$ cat src/rtl/ysyx_23060208_pkg.sv
// Shared types and constants for the ysyx_23060208 front end.
// Holds the PC generator FSM encoding and the default boot address.
package ysyx_23060208_pkg;

   typedef enum logic [1:0] {
      StBoot = 2'd0,
      StRun  = 2'd1,
      StHalt = 2'd2
   } pcgen_state_e;

   localparam logic [31:0] DefaultResetVector = 32'h8000_0000;

endpackage

$ cat src/rtl/ysyx_23060208_pcgen.sv
// PC generator: boots at RESET_VECTOR, steps sequentially on fetch handshake,
// and takes trap/branch redirects (trap wins) with an epoch tag that flips per redirect.
module ysyx_23060208_pcgen
   import ysyx_23060208_pkg::*;
#(
   parameter int unsigned            DATA_WIDTH   = 32,
   parameter logic [DATA_WIDTH-1:0]  RESET_VECTOR = DATA_WIDTH'(DefaultResetVector),
   parameter int unsigned            STEP         = 4,
   parameter int unsigned            ALIGN_BITS   = 2
) (
   input  logic                  clock,
   input  logic                  reset,
   output logic                  out_valid,
   input  logic                  out_ready,
   output logic [DATA_WIDTH-1:0] out_pc,
   output logic                  out_epoch,
   input  logic                  trap_valid,
   input  logic [DATA_WIDTH-1:0] trap_pc,
   input  logic                  br_valid,
   input  logic [DATA_WIDTH-1:0] br_pc,
   input  logic                  halt_req
);

   localparam logic [DATA_WIDTH-1:0] AlignMask =
      ~((DATA_WIDTH'(1) << ALIGN_BITS) - DATA_WIDTH'(1));
   localparam logic [DATA_WIDTH-1:0] StepInc = DATA_WIDTH'(STEP);

   pcgen_state_e          state;
   logic                  redirect;
   logic                  fire;
   logic [DATA_WIDTH-1:0] target;

   assign redirect = trap_valid | br_valid;
   assign fire     = out_valid & out_ready;
   assign target   = (trap_valid ? trap_pc : br_pc) & AlignMask;

   // All outputs are registered so nothing on the inputs reaches them combinationally.
   always_ff @(posedge clock) begin
      if (reset) begin
         state     <= StBoot;
         out_valid <= 1'b0;
         out_pc    <= RESET_VECTOR;
         out_epoch <= 1'b0;
      end else begin
         unique case (state)
            StBoot: begin
               state     <= StRun;
               out_valid <= 1'b1;
               if (redirect) begin
                  out_pc    <= target;
                  out_epoch <= ~out_epoch;
               end
            end
            StRun: begin
               if (redirect) begin
                  // A same-cycle fire is still delivered; the target replaces the increment.
                  out_pc    <= target;
                  out_epoch <= ~out_epoch;
               end else begin
                  if (fire) begin
                     out_pc <= out_pc + StepInc;
                  end
                  if (halt_req) begin
                     state     <= StHalt;
                     out_valid <= 1'b0;
                  end
               end
            end
            StHalt: begin
               if (redirect) begin
                  state     <= StRun;
                  out_valid <= 1'b1;
                  out_pc    <= target;
                  out_epoch <= ~out_epoch;
               end
            end
            default: begin
               state     <= StBoot;
               out_valid <= 1'b0;
            end
         endcase
      end
   end

endmodule
$ cat config.mk
export PLATFORM = sky130hd
export DESIGN_NAME = ysyx_23060208_pcgen
export DESIGN_NICKNAME = d
export VERILOG_FILES = /design/src/rtl/ysyx_23060208_pkg.sv /design/src/rtl/ysyx_23060208_pcgen.sv
export SDC_FILE = /design/constraint.sdc
export NUM_CORES = 1
export LEC_CHECK = 0
export CORE_MARGIN = 10
export CORE_UTILIZATION = 45
export CTS_CLUSTER_SIZE = 16
export DETAILED_ROUTE_END_ITERATION = 10
export PLACE_DENSITY_LB_ADDON = 0.08
export SKIP_CTS_REPAIR_TIMING = 1
export SYNTH_ARGS = -nofsm -noshare
export SYNTH_HDL_FRONTEND = slang
export SYNTH_SLANG_ARGS = --single-unit
$ cat constraint.sdc
create_clock -name clock -period 3.5 [get_ports clock]
set_input_delay 0.7 -clock clock [delete_from_list [all_inputs] [get_ports clock]]
set_output_delay 0.7 -clock clock [all_outputs]
set_load 0.005 [all_outputs]
# ---- Word level (Yosys, flattened, before mapping)
# Cells that the tools add are included.
# Widths: inputs -> output; s select.
dict set report word_totals {
  output_inout_bits 34
  input_bits 70
  elab_cells 35
  ff_bits 36
}
dict set report op_classes {
  muxes 13
  eq_ne 7
  bitwise 3
  addsub 1
  reduce_logical 7
}
# cell count
set op_table {}
lappend op_table {{$mux 32} 4}
lappend op_table {{$pmux 32 s2} 1}
lappend op_table {{$add 32x3->32 const B} 1}
lappend op_table {{$mux 2} 3}
lappend op_table {{$ne 2x2->1 const B} 3}
lappend op_table {{$pmux 2 s3} 1}
lappend op_table {{$reduce_and 3->1} 2}
lappend op_table {{$mux 1} 3}
lappend op_table {{$ne 3x3->1 const B} 1}
lappend op_table {{$pmux 1 s3} 1}
lappend op_table {{$reduce_or 3->1} 1}
lappend op_table {{$eq 2x1->1 const B} 1}
lappend op_table {{$eq 2x2->1 const B} 1}
lappend op_table {{$logic_not 2->1} 1}
lappend op_table {{$ne 2x1->1 const B} 1}
lappend op_table {{$reduce_and 2->1} 1}
lappend op_table {{$reduce_bool 2->1} 1}
lappend op_table {{$reduce_or 2->1} 1}
lappend op_table {{$and 1x1->1} 1}
lappend op_table {{$not 1->1} 1}
lappend op_table {{$or 1x1->1} 1}

# ---- Depth between registers and ports, before layout
dict set report depth {
  depth_word 4
  ltp_mapped 8
  ltp_nobuf 6
}

# ---- Worst setup path before layout
# No wires, ideal clock.
dict set report synth_timing {
  path_kind {in2reg}
  start {input port br_valid}
  end {register out_pc[31]}
  n_path_buf 2
  setup_ns 0.062
  stages 6
  t_arrival_ns 2.121
  path_slack_ns 1.317
  t_required_ns 3.438
  path_cell_list {or3b_1 > buf_6 > or2_1 > clkbuf_2 > or4_1 > nand3_1}
}
dict set report synth_via {
  elab_chain_len 3
  word_cells_on_any_way 6
  classes_between {eq/ne: 2; mux: 2; bitwise: 1; reduce/logical: 1}
}
# element line_no
set synth_rtl {}
lappend synth_rtl {{start: declaration} ysyx_23060208_pcgen.sv:19} ;# input logic br_valid,
lappend synth_rtl {{$or 1x1->1 (*)} ysyx_23060208_pcgen.sv:33} ;# assign redirect = trap_valid | br_valid;
lappend synth_rtl {{$ne 3x3->1 (no source line), or another cell as far along} -}
lappend synth_rtl {{$reduce_and 3->1 (no source line) or $pmux 32 s2 (tied branches)} -}
lappend synth_rtl {{end signal: assignment} ysyx_23060208_pcgen.sv:50} ;# out_pc <= target;
lappend synth_rtl {{end signal: assignment} ysyx_23060208_pcgen.sv:57} ;# out_pc <= target;
lappend synth_rtl {{end signal: assignment} ysyx_23060208_pcgen.sv:61} ;# out_pc <= out_pc + StepInc;
lappend synth_rtl {{end: declaration} ysyx_23060208_pcgen.sv:15} ;# output logic [DATA_WIDTH-1:0] out_pc,
# Mark *: on every way between the ends. The rest lies on a longest branch, timed or not.
# A chain may end at the register's enable or synchronous reset.

# ---- Worst setup path after layout
dict set report layout_timing {
  start {register out_pc[2]}
  end {register out_pc[24]}
}
dict set report layout_via {
  elab_chain_len 4
}
# element line_no
set layout_rtl {}
lappend layout_rtl {{$add 32x3->32} ysyx_23060208_pcgen.sv:61}
lappend layout_rtl {{$mux 32} ysyx_23060208_pcgen.sv:60} ;# if (fire) begin
lappend layout_rtl {{$mux 32} ysyx_23060208_pcgen.sv:55} ;# if (redirect) begin
lappend layout_rtl {{$pmux 32 s2} ysyx_23060208_pcgen.sv:45} ;# unique case (state)
# Every way passes these cells. The select of a mux whose other input is x is not followed.

==> insert_results.sql <==
INSERT INTO impl_metrics (metric_group, metric, value, unit) VALUES
('outcome', 'outcome', 'complete, no violations', ''),
('route', 'drt_drc_violations_left', '0', ''),
('cts', 'clock_insertion_delay_worst_skew', '0.29', 'ns'),
('timing', 'finalCritPeriodShare', '0.6865', ''),
('layout', 'stdcell_area', '3456', 'um2'),
('layout', 'most_common_cell_after_layout_fill_and_taps_aside', 'clkdlybuf4s50_1', ''),
('global_routing', 'grt_first_pass_wirelength', '13480', 'um'),
('yosys', 'yosys_register_bits', '33', ''),
('global_routing', 'first_global_vias', '2705', ''),
('layout', 'nNetsFinal', '473', ''),
('yosys', 'yosysSeqAreaShare', '0.2804', ''),
('placed_design', 'place.detailed.instances', '465', ''),
('route', 'wirelength', '8239', 'um'),
('layout', 'fillerInstances', '468', ''),
('global_routing', 'grt_start_max_net_pins', '37', ''),
('die', 'die_h', '92.36', 'um'),
('yosys', 'avgSynthCellArea', '7.456', 'um2'),
('placed_design', 'place.gp.congestion', '0.8406', ''),
('route', 'first_iter_violations', '203', ''),
('pwr', 'cellLeakagePower', '1.275', 'nW'),
('worst_hold_path', 'hp-class', 'flip-flop to flip-flop', ''),
('route', 'drt-vias-per-instance', '5.888', ''),
('critical_path', 'required', '3.71', 'ns'),
('critical_path', 'category_of_cells_accounting_for_the_largest_share_of_critical_path_delay', 'simple AND/OR/NAND/NOR gates', ''),
('timing', 'slew_headroom', '0.4622', ''),
('placed_design', 'postPlaceCellArea', '3373', 'um2'),
('timing', 'rsz_0062_raised_after_global_routing', 'false', ''),
('critical_path', 'r2r-start', 'out_pc[2]', ''),
('pwr', 'powerDensity', '300.2', 'nW/um2'),
('yosys', 'count_of_flip_flops_with_a_built_in_enable_after_synthesis', '0', ''),
('die', 'i_o_pin_count', '104', ''),
('critical_path', 'critical_path.endpoint_type', 'flip-flop', ''),
('timing', 'worst-slew-pin-transition', '0.8001', 'ns'),
('yosys', 'netlist.area_leader.share', '0.2804', ''),
('route', 'vias', '2785', ''),
('cts', 'clock-sinks', '33', ''),
('timing', 'report.final.slew_viol_count', '0', ''),
('route', 'detail_route.wl_per_cell', '17.42', 'um'),
('layout', 'stdcell_count', '473', ''),
('cts', 'cts.reportedPaths.clkPinSlew', '0.07', 'ns'),
('die', 'die_width', '92.36', 'um'),
('timing', 'layout_min_cycle_time', '2.403', 'ns'),
('yosys', 'synthDistinctLibCells', '53', ''),
('worst_hold_path', 'hold_path_startpoint', 'out_pc[3]', ''),
('cts', 'htree_levels', '2', ''),
('die', 'design.die.area', '8529', 'um2'),
('cts', 'cts_inserted_buffers', '5', ''),
('timing', 'timing.clock.skew', '0.006173', 'ns'),
('timing', 'finalSetupViolCount', '0', ''),
('pwr', 'design_power_total', '1.038', 'mW'),
('critical_path', 'startpoint_type', 'flip-flop', ''),
('yosys', 'mappedNetlistArea', '2356', 'um2'),
('cts', 'cts_tree', 'yes', ''),
('timing', 'final.setup.tns', '0', 'ns'),
('run', 'timing.max_cap.violations', '0', ''),
('layout', 'commonest_cells_after_routing_fill_and_taps_aside', '96 x clkdlybuf4s50_1, 33 x dfxtp_1, 29 x nor2_1', ''),
('layout', 'area_growth', '46.68', '%'),
('placed_design', 'placement.io_buffers', '97', ''),
('yosys', 'ys_async_sr_fraction', '0', ''),
('pwr', 'worst_ir_drop_vdd', '0.1697', 'mV'),
('global_routing', 'global_route.overflow_total', '0', ''),
('layout', 'num_antenna_cells', '0', ''),
('critical_path', 'number_of_buffer_and_inverter_instances_along_the_worst_setup_path', '0', ''),
('yosys', 'synth_area_leaders', 'dfxtp_1 28%, a21oi_1 5.7%, mux2i_1 5.1%', ''),
('yosys', 'synth_ff_type', 'dfxtp_1', ''),
('route', 'postRouteAntennaNets', '0', ''),
('yosys', 'ys_warn_count', '0', ''),
('timing', 'hold_viol', '0', ''),
('die', 'core-area', '5107', 'um2'),
('die', 'cell_row_count', '26', ''),
('placed_design', 'place.detailed.hpwl', '6219', 'um');
## path summary, 6_finish.rpt
kind              cells after the start  slack [ns]          to
setup / recovery                      6        1.10  out_pc[24]
hold / removal                        2        0.52   out_pc[3]
setup reg to reg                      6        1.10  out_pc[24]
hold reg to reg                       2        0.52   out_pc[3]
## routing by layer
metal  vias to the layer above  global-route usage  wire length, um
li1                       1379                   -                -
met1                      1279              0.2460             3782
met3                         4             0.05730              647
met2                       123              0.3024             3767
met5                         -                   0                0
met4                         0             0.03342               42
## worst register-to-register path, cell delays in order (launching register included)
cell and delay, ns:
dfxtp_1 0.44, ha_1 0.24, nand3_1 0.22, nor4_2 0.71, nand4_1 0.23, or3_1 0.34, a31oi_1 0.15
## sequential cells by signal (all words and copies together) (netlist names)
| signal | flops |
|---|---|
| out_epoch | 1 |
| state | 2 |
| out_pc | 30 |
## per-stage QoR
step	worst slack (ns)	hold WS [ns]	utilization
final	1.097	0.5176	0.6766
after CTS	1.109	0.5148	0.6766
after global placement	0.8590	0.4917	0.6605
after detailed placement	0.8495	0.5042	0.6605
after floorplan	1.317	0.4815	-
after global routing	0.8970	0.5524	0.6766
## cell usage after synthesis, drive strengths merged (10+ instances only)
| cell type | instances |
|---|---|
| mux2i | 12 |
| nand3 | 13 |
| a21oi | 27 |
| nor3 | 12 |
| nor2 | 29 |
| a211oi | 10 |
| nand4 | 16 |
| o21ai | 22 |
| clkbuf | 22 |
| nand2 | 19 |
| a31oi | 13 |
| dfxtp | 33 |
## power breakdown
part	switching (mW)	internal, mW	total [mW]	leakage [nW]
Clock	0.145	0.138	0.283	0.0450
Combinational	0.118	0.182	0.300	0.956
Sequential	0.0465	0.408	0.454	0.274
Total	0.310	0.727	1.04	1.27
## logic make-up (layout without fill, tap and decap cells)
group | Yosys count | after routing | synth area share
buffers and inverters | 33 | 119 | 0.06266
AND/OR/NAND/NOR | 124 | 124 | 0.2857
flip-flops | 33 | 33 | 0.2804
adder cells (fa/ha/maj) | 1 | 1 | 0.005310
AO/OA/AOI/OAI | 108 | 108 | 0.2953
multiplexers | 15 | 15 | 0.06532
XOR/XNOR | 1 | 1 | 0.003718
other | 1 | 2 | 0.001592
## final cells by class
cell class | instances | area (um2) | share of cell area
sequential | 33 | 660.6 | 0.1912
clock inverter | 2 | 10.01 | 0.002896
clock buffer | 6 | 72.57 | 0.02100
tap | 70 | 87.58 | 0.02534
inverter | 4 | 15.01 | 0.004345
timing repair buffer | 107 | 1054 | 0.3049
multi-input combinational | 251 | 1556 | 0.4504
Note: power is estimated with default switching activity, not from simulation.
